### config.mk
export PLATFORM = sky130hd
export DESIGN_NAME = regfile_wb_arbiter
export DESIGN_NICKNAME = d
export VERILOG_FILES = /design/src/rtl/rf_pkg.sv /design/src/rtl/rr_arbiter.sv /design/src/rtl/regfile_wb_arbiter.sv
export SDC_FILE = /design/constraint.sdc
export NUM_CORES = 1
export LEC_CHECK = 0
export CAP_MARGIN = 20
export CORE_MARGIN = 5
export CORE_UTILIZATION = 35
export CTS_CLUSTER_DIAMETER = 80
export DETAILED_ROUTE_END_ITERATION = 8
export PLACE_DENSITY = 0.88
export REMOVE_ABC_BUFFERS = 1
export SETUP_SLACK_MARGIN = 0.2
export SLEW_MARGIN = 0
export SYNTH_ARGS = -nofsm -noshare
export SYNTH_HDL_FRONTEND = slang
export SYNTH_SLANG_ARGS = --single-unit
export TNS_END_PERCENT = 30
### constraint.sdc
create_clock -name Clock -period 3.3 [get_ports Clock]
set_input_delay 0.66 -clock Clock [delete_from_list [all_inputs] [get_ports Clock]]
set_output_delay 0.66 -clock Clock [all_outputs]
set_load 0.01 [all_outputs]
### src/rtl/rf_pkg.sv
// Shared register-file types and constants, used by the register file and its
// writeback arbiter.
package rf_pkg;

    localparam int RF_AW    = 5;
    localparam int RF_DW    = 32;
    localparam int RF_NREGS = 32;
    localparam logic [RF_AW-1:0] RF_ZERO_ADDR = '0;

    typedef logic [RF_AW-1:0] rf_addr_t;
    typedef logic [RF_DW-1:0] rf_data_t;

endpackage

### src/rtl/rr_arbiter.sv
// N-wide round-robin arbiter. It scans from ptr upward, wrapping modulo N.
// It is purely combinational so that the read-port sharing block can reuse it.
module rr_arbiter #(
    parameter  int N  = 3,
    localparam int IW = (N > 1) ? $clog2(N) : 1
) (
    input  logic [N-1:0]  req,
    input  logic [IW-1:0] ptr,
    input  logic          en,
    output logic [N-1:0]  gnt,
    output logic [IW-1:0] idx,
    output logic          any
);

    localparam logic [IW:0] NW = (IW+1)'(N);

    logic [IW:0]   sum;
    logic [IW-1:0] sel;

    always_comb begin
        gnt = '0;
        idx = '0;
        any = 1'b0;
        sum = '0;
        sel = '0;
        for (int k = 0; k < N; k++) begin
            sum = {1'b0, ptr} + (IW+1)'(k);
            if (sum >= NW) sum = sum - NW;
            sel = sum[IW-1:0];
            if (en && !any && req[sel]) begin
                any      = 1'b1;
                gnt[sel] = 1'b1;
                idx      = sel;
            end
        end
    end

endmodule

### src/rtl/regfile_wb_arbiter.sv
// Round-robin sharing of the register-file write port among NREQ writeback
// sources. The winning write is registered. RFARB_COLLISION_CHK_EN adds a
// sticky flag for same-address requests.
module regfile_wb_arbiter
    import rf_pkg::*;
#(
    parameter  int NREQ = 3,
    parameter  int AW   = RF_AW,
    parameter  int DW   = RF_DW,
    localparam int IW   = $clog2(NREQ)
) (
    input  logic               Clock,
    input  logic               Reset_n,
    input  logic [NREQ-1:0]    ReqValid,
    input  logic [NREQ*AW-1:0] ReqAddr,
    input  logic [NREQ*DW-1:0] ReqData,
    output logic [NREQ-1:0]    ReqReady,
    input  logic               Hold,
    output logic               RegWrite,
    output logic [AW-1:0]      WriteAddr,
    output logic [DW-1:0]      WriteData,
    output logic [IW-1:0]      GrantId,
    output logic               Collision
);

    logic [NREQ-1:0] gnt;
    logic [IW-1:0]   gidx;
    logic            gany;
    logic [AW-1:0]   sel_addr;
    logic [DW-1:0]   sel_data;

    logic [IW-1:0]   ptr_q, ptr_d;
    logic            reg_write_q, reg_write_d;
    logic [AW-1:0]   write_addr_q, write_addr_d;
    logic [DW-1:0]   write_data_q, write_data_d;
    logic [IW-1:0]   grant_id_q, grant_id_d;

    rr_arbiter #(.N(NREQ)) u_arb (
        .req (ReqValid),
        .ptr (ptr_q),
        .en  (~Hold),
        .gnt (gnt),
        .idx (gidx),
        .any (gany)
    );

    // Requesters must not see an acceptance while the output stage is held in reset.
    assign ReqReady = Reset_n ? gnt : '0;

    always_comb begin
        sel_addr = '0;
        sel_data = '0;
        for (int i = 0; i < NREQ; i++) begin
            if (gnt[i]) begin
                sel_addr = sel_addr | ReqAddr[i*AW +: AW];
                sel_data = sel_data | ReqData[i*DW +: DW];
            end
        end
    end

    always_comb begin
        ptr_d        = ptr_q;
        reg_write_d  = 1'b0;
        write_addr_d = write_addr_q;
        write_data_d = write_data_q;
        grant_id_d   = grant_id_q;
        if (gany) begin
            ptr_d        = (gidx == IW'(NREQ-1)) ? '0 : gidx + IW'(1);
            // Writes to register 0 are accepted here but never reach the file.
            reg_write_d  = (sel_addr != '0);
            write_addr_d = sel_addr;
            write_data_d = sel_data;
            grant_id_d   = gidx;
        end
    end

    always_ff @(posedge Clock or negedge Reset_n) begin
        if (!Reset_n) begin
            ptr_q        <= '0;
            reg_write_q  <= 1'b0;
            write_addr_q <= '0;
            write_data_q <= '0;
            grant_id_q   <= '0;
        end else begin
            ptr_q        <= ptr_d;
            reg_write_q  <= reg_write_d;
            write_addr_q <= write_addr_d;
            write_data_q <= write_data_d;
            grant_id_q   <= grant_id_d;
        end
    end

    assign RegWrite  = reg_write_q;
    assign WriteAddr = write_addr_q;
    assign WriteData = write_data_q;
    assign GrantId   = grant_id_q;

`ifdef RFARB_COLLISION_CHK_EN
    logic collision_q, collision_d, dup;

    always_comb begin
        dup = 1'b0;
        for (int i = 0; i < NREQ; i++) begin
            for (int j = i + 1; j < NREQ; j++) begin
                if (ReqValid[i] && ReqValid[j] &&
                    ReqAddr[i*AW +: AW] == ReqAddr[j*AW +: AW] &&
                    ReqAddr[i*AW +: AW] != '0)
                    dup = 1'b1;
            end
        end
        collision_d = collision_q | dup;
    end

    always_ff @(posedge Clock or negedge Reset_n) begin
        if (!Reset_n) collision_q <= 1'b0;
        else          collision_q <= collision_d;
    end

    assign Collision = collision_q;
`else
    assign Collision = 1'b0;
`endif

endmodule

==> flow_results.org, run 1 <==
** Status
- The flow ran to the end, and the final reports show no timing, DRC or antenna violations.

** Global route
- In the global route stage, overall resource usage came out at 0.200.
- First-pass GRT wire length :: 13.4 mm
- Entering global routing, the biggest net connects 39 pins.
- The number of global-route vias before repair is 2705.
- For this run the aggregate overflow at the end of global routing stands at 0.
- The number of antenna violations at the first check in global routing was 0.

** Power
- Power per cell area :: 808 nW/um^2
- Clock network power share :: 0.125
- The worst-case IR drop observed on VDD is 0.000533 V.
- Flop pwr share :: 0.273
- Sw frac :: 0.381
- Switching pwr :: 0.00128 W
- The share of total power dissipated in combinational logic is 0.602.
- Total power for the finished layout comes to 0.00336 W.
- Summed over all cells, the static leakage comes to 1.82 nW.
- The internal portion of the total power is 0.00208 W.

** Critical path
- STA classifies the critical path endpoint as an output pin.
- The critical path is of the in -> out type.
- At the worst endpoint, the arrival time is 2430 ps.
- For this run, the slowest stage of the critical path takes 460 ps.
- The worst setup path is launched from an input pin.
- Traced cell by cell, the critical path runs through clkdlybuf4s50_1, buf_4, or3b_2, o32a_1, o211ai_1, and2_1, clkdlybuf4s15_1.
- The setup check on the worst reg-to-reg path leaves a slack of 600 ps.
- The largest individual stage delay along the critical path comes from the cell or3b_2.
- The worst register-to-register path ends at RegWrite.
- For the worst setup path, the data required time is 2640 ps.
- Along the worst path, the maximum fanout reaches 3.
- Measured in cells, the most critical reg-to-reg path has a length of 8.
- Dominant delay contributor by cell family on the critical path :: buffers and inverters
- The worst register-to-register path begins at ptr_q[0].
- CP bufs+invs :: 3

** Hold path
- The worst hold path belongs to the class in -> async.

** Layout
- After filler insertion, the fill cell instance count of the layout stands at 499.
- 0 antenna diodes ended up in the layout.
- Leaving out fill and tap cells, the most frequent cell in the layout is clkdlybuf4s50_1.
- In the final layout, the share of cells above drive strength 1 is 0.115.
- Leaving out fill and tap cells, the most frequent cells in the layout are 152 x clkdlybuf4s50_1, 79 x nand2_1, 41 x dfrtp_1.
- Area grow syn2layout :: 85.1%
- For this run, the post-layout net count is 521.
- Register area :: 1050 sq um
- Summing all multi-input logic gate instances after layout gives 1140 sq um.

** Logic synthesis
- Post-synth EDFFs :: 0
- Cell area after synthesis :: 2240 sq um
- In this run, synthesis produced a sequential element count of 42.
- In the synthesized netlist the async set-or-reset flop fraction comes to 1.00.
- Post-synth cell types :: 44
- Yosys printed 0 warnings.
- Proportion of synthesized chip area in sequential cells :: 0.468
- Synthesized area divided by synthesized cell count :: 9.63 sq um
- In the synthesized netlist, the number of instances is 233.
- Post-synth top flop :: dfrtp_1

** Place
- Routability congestion estimate :: 0.902
- Detailed placer's ending HPWL :: 6.50 mm
- Port buffering added 159 buffers.

** CTS
- Clock tree from TritonCTS :: built
- The longest clock path from root to sink contains 2 buffers.
- Sink Count :: 42
- The number of clock buffers added by TritonCTS is 5.
- After clock tree synthesis, the clock-pin slew on the worst setup and hold paths is 80 ps.
- Skew-Pair Late Insertion Delay :: 280 ps
- The H-tree was split into 2 levels.
- The root buffer cell chosen for the clock tree is clkbuf_8.

** Timing
- Top achievable clock speed :: 0.324 GHz
- RSZ-0062 raised after global routing :: true
- Between clock sinks in the finished design, the worst skew comes to 5.32 ps.
- Final max-slew violation count :: 0
- Final critical delay including setup and external delays :: 3090 ps
- Setup violations remaining at the end of the flow were counted as 0.
- The final hold violation count is 0.
- Part of the cycle the worst path needs :: 0.936
- For the final routed database, the setup TNS stands at 0 ps.

** Route
- Across all layers, the routed design uses 2600 vias.
- Drt initial violations :: 163
- Post-detailed-route DRC marker count :: 0
- Total routed wirelength :: 8.43 mm
- Detailed Routing Iterations Pass 1 :: 8
- Via density :: 5.45
- Wire length per cell :: 17.7 microns
- The count of nets left with antenna violations once routing finished came out at 0.

** Die
- DIE AREA :: 8120 sq um
- Initial standard-cell utilization of the core :: 0.358
- Core Area :: 6280 sq um
- In this run the vertical extent of the chip is 90.1 microns.
- After floorplanning, the core was divided into 29 placement rows.
- Die Span X :: 90.1 microns
- During I/O placement, the number of pins put on the boundary was 161.

** Run
- Max-capacitance violation count :: 0
==> logic make-up (layout without fill, tap and decap cells) <==
family,count (synthesis),count (layout),synth area share
fa+ha+maj,4,4,0.0223
mux,3,3,0.0212
other cells,1,1,0.00167
flops,42,42,0.468
simple gates,102,102,0.203
buf+inv,24,191,0.0502
compound gates,57,57,0.233
==> area by class of cell <==
cell class                 instances  area share
timing repair buffer             179       0.417
sequential                        42       0.253
inverter                           5     0.00452
multi-input combinational        167       0.275
clock inverter                     1     0.00723
tap                               77      0.0232
clock buffer                       6      0.0199
==> how the worst max path moves through the flow <==
stage               cells past startpoint     endpoint         from  slack [ps]
finish                                  7  ReqReady[1]         Hold         210
global route                            7  ReqReady[1]         Hold         130
CTS                                     7  ReqReady[0]  ReqValid[0]          40
detailed placement                      7  ReqReady[0]  ReqValid[1]        -240
global placement                        7  ReqReady[0]  ReqValid[1]        -220
floorplan                               6  ReqReady[2]     ptr_q[1]        -280
==> cells in the mapped netlist (all sizes together), types with 2 or more instances <==
cell type,instances,area [sq um]
inv,5,18.8
buf,6,45.0
a221o,2,20.0
dfrtp,42,1050
nor2b,3,18.8
a222oi,35,350
mux2i,2,32.5
clkbuf,13,48.8
o21ai,2,13.8
a21oi,5,25.0
a22o,2,17.5
nand2b,3,18.8
or3,2,17.5
ha,4,50.1
and2,4,25.0
nand2,79,297
o2111ai,2,17.5
==> power groups by stage <==
stage | Clock, W | Sequential (W) | Combinational [W]
floorplan | 0 | 0.00101 | 0.000857
global placement | 0 | 0.000906 | 0.00195
detailed placement | 0 | 0.000914 | 0.00200
CTS | 0.000430 | 0.000912 | 0.00200
global route | 0.000445 | 0.000950 | 0.00221
finish | 0.000419 | 0.000917 | 0.00202
==> flip-flops by register name, indices dropped and copies added, names as in the netlist <==
name,cells
WriteData,32
ptr_q,2
WriteAddr,5
RegWrite,1
GrantId,2
==> worst reg2reg max path: stages (launching register included) <==
cell and delay, ps:
dfrtp_2 450, ha_4 200, mux2i_4 190, o21ai_2 200, mux2_4 310, or3_4 390, buf_4 270, a222oi_1 420
nand4_1 140
==> per-layer routing <==
layer / global-route usage / part of all wire / routed length (microns) / vias to the layer above
li1: - / - / - / 1212
met1: 0.215 / 0.36 / 3030 / 1241
met2: 0.365 / 0.53 / 4460 / 133
met3: 0.0684 / 0.090 / 758 / 14
met4: 0.0658 / 0.021 / 180 / 0
met5: 0 / 0 / 0 / -
==> per-stage QoR <==
stage	util	area [sq um]	hold slack, ps	std cells	setup slack [ps]
after detailed placement	0.638	4010	472	469	-241
after CTS	0.656	4120	248	476	44.8
after global routing	0.662	4160	264	477	129
after global placement	0.638	4010	462	469	-215
final	0.662	4160	245	477	213
after floorplan	-	2150	364	214	-276
==> timing repair <==
item                       in CTS  in global routing
gates resized for setup         5                 13
hold buffers                    0                  0
gates cloned                    0                  0
setup buffers                   0                  1
setup endpoints to repair       3                  3
pin swaps                       0                  1
(Power assumes the default switching activity.)
==> run 2: changes to the inputs <==
--- a/config.mk
+++ b/config.mk
@@ -5,7 +5,6 @@
 export SDC_FILE = /design/constraint.sdc
 export NUM_CORES = 1
 export LEC_CHECK = 0
-export CAP_MARGIN = 20
 export CORE_MARGIN = 5
 export CORE_UTILIZATION = 35
 export CTS_CLUSTER_DIAMETER = 80
==> results of run 2 <==
Same layout as run 1: the final DEF is identical, and so are final timing and power.
==> run 3: changes to the inputs <==
--- a/config.mk
+++ b/config.mk
@@ -12,6 +12,7 @@
 export PLACE_DENSITY = 0.88
 export REMOVE_ABC_BUFFERS = 1
 export SETUP_SLACK_MARGIN = 0.2
+export SKIP_CTS_REPAIR_TIMING = 1
 export SLEW_MARGIN = 0
 export SYNTH_ARGS = -nofsm -noshare
 export SYNTH_HDL_FRONTEND = slang
==> flow_results.org, run 3 (synthesis gave the netlist of run 1 again) <==
** Die
- Initial standard-cell utilization of the core :: 0.358
- Core Area :: 6280 sq um
- Die Span X :: 90.1 microns
- Row count :: 29
- DIE AREA :: 8120 sq um
- The floorplan step set the die height to 90.1 microns.
- In this run the count of I/O pins placed on the die edge is 161.

** Power
- Maximum resistive drop on vdd :: 0.000532 V
- For this design the static power due to leakage is 1.87 nW.
- Power per cell area :: 803 nW/um^2

** Route
- The first routing iteration left 159 violations.
- For this block, the routed nets add up to 8.40 mm of wire.
- Wire length per cell :: 17.7 microns
- For this run, the detailed router's first-pass iteration total came to 8.
- Once detail routing completed, the nets flagged for antenna violations numbered 0.
- Vias after detailed routing :: 2595
- Post-detailed-route DRC marker count :: 0
- Via density :: 5.45

** CTS
- Number of H-tree levels :: 2
- CTS root buf :: clkbuf_8
- Sink Count :: 42
- Clock tree synthesis inserted a total of 5 buffers.
- Skew-Pair Late Insertion Delay :: 280 ps
- In this run the deepest clock path goes through 2 buffers.
- TritonCTS built the clock tree.
- After clock tree synthesis, the clock-pin slew on the worst setup and hold paths is 80 ps.

** Critical path
- Max Fanout on Critical Path :: 8
- Type of element capturing the critical path :: output pin
- Count of cells along the worst register-to-register path :: 9
- Worst Setup Start Kind :: register
- Arrival time at the worst endpoint :: 2390 ps
- Worst EP required :: 2640 ps
- The critical path is of the reg -> out type.
- In this run the critical register-to-register path is captured at RegWrite.
- Worst R2R Setup Slack :: 570 ps
- RR Startpoint :: ptr_q[0]

** Layout
- The repair_antennas step left the layout with diodes totalling 0.
- Area grow syn2layout :: 84.9%
- The register with the most flip-flops in the layout has 32 of them.
- The top cell types in the final layout, fill and taps aside, are 152 x clkdlybuf4s50_1, 79 x nand2_1, 42 x dfrtp_1.
- Fraction of final layout cells sized beyond drive strength 1 :: 0.103
- At the end of the flow, the number of nets in the layout was 520.
- Most common cell after layout, fill and taps aside :: clkdlybuf4s50_1

** Place
- Routability congestion estimate :: 0.902
- Setup slack after placement :: -241 ps
- Detailed placer's ending HPWL :: 6.50 mm
- During placement, the flow inserted port buffers numbering 159.

** Timing
- Final max-slew violation count :: 0
- Setup violations remaining at the end of the flow were counted as 0.
- Worst setup skew after layout :: 5.60 ps
- WHS :: 246 ps
- RSZ-0062 raised after global routing :: true
- Final critical delay including setup and external delays :: 3050 ps
- Timing would allow up to 0.328 GHz.
- Part of the cycle the worst path needs :: 0.923
- Hold Vio Cnt, Final :: 0
- Fin worst setup slack :: 253 ps

** Hold path
- Worst hold-check path type :: in -> async

** Global route
- Largest net degree at the start of global routing :: 39
- Summed over all layers, the global routing overflow is 0.
- Vias in the first global route :: 2705
- Initial antenna violation count :: 0
- First-pass GRT wire length :: 13.4 mm
- In the global route stage, overall resource usage came out at 0.200.

** Status
- Result of the run :: completed

** Run
- Max-capacitance violation count :: 0
## run 3: per-layer routing
metal	wire length, microns	track usage	vias to the layer above
met1	3030	0.215	1236
li1	-	-	1212
met5	0	0	-
met4	198	0.0658	0
met3	746	0.0684	16
met2	4430	0.365	131
## run 3: final cells by class
cell class / instances / area [sq um]
multi-input cells: 167 / 1130
inverters: 5 / 18.8
fillers: 497 / 2130
repair buffers: 178 / 1740
clock buffers: 6 / 82.6
flip-flops and latches: 42 / 1050
well taps: 77 / 96.3
clock inverters: 1 / 30.0
## run 3: worst max path at each step
stage	slack, ps	depth (start not counted)	to	startpoint
2_1_floorplan	-280	6	ReqReady[2]	ptr_q[1]
3_3_place_gp	-220	7	ReqReady[0]	ReqValid[1]
3_5_place_dp	-240	7	ReqReady[0]	ReqValid[1]
4_1_cts	-240	7	ReqReady[0]	ReqValid[1]
5_1_grt	160	8	ReqReady[0]	ptr_q[0]
6_report	250	8	ReqReady[0]	ptr_q[0]
## run 3: through the flow
step	instance area (sq um)	TNS [ps]	power, W	util	cells
floorplan	2150	-551	0.00187	-	214
global placement	4010	-284	0.00285	0.638	469
detailed placement	4010	-347	0.00291	0.638	469
CTS	4120	-394	0.00334	0.656	476
global route	4150	0	0.00358	0.661	476
finish	4150	0	0.00334	0.661	476
## run 3: power by group
group          switching [W]  internal, W  total, W  leakage [nW]
Combinational       0.000950      0.00105   0.00200          1.29
Clock               0.000177     0.000242  0.000420        0.0573
Sequential          0.000145     0.000771  0.000916         0.521
Total                0.00127      0.00206   0.00334          1.87
## run 3: worst max-delay path, cell delays in order, from the launching register on
cell and delay [ps]:
dfrtp_1 440, inv_1 120, ha_2 270, nand3b_1 130, o21ai_2 110, mux2_4 310
or3_4 390, and2_1 160, dlymetal6s2s_1 170
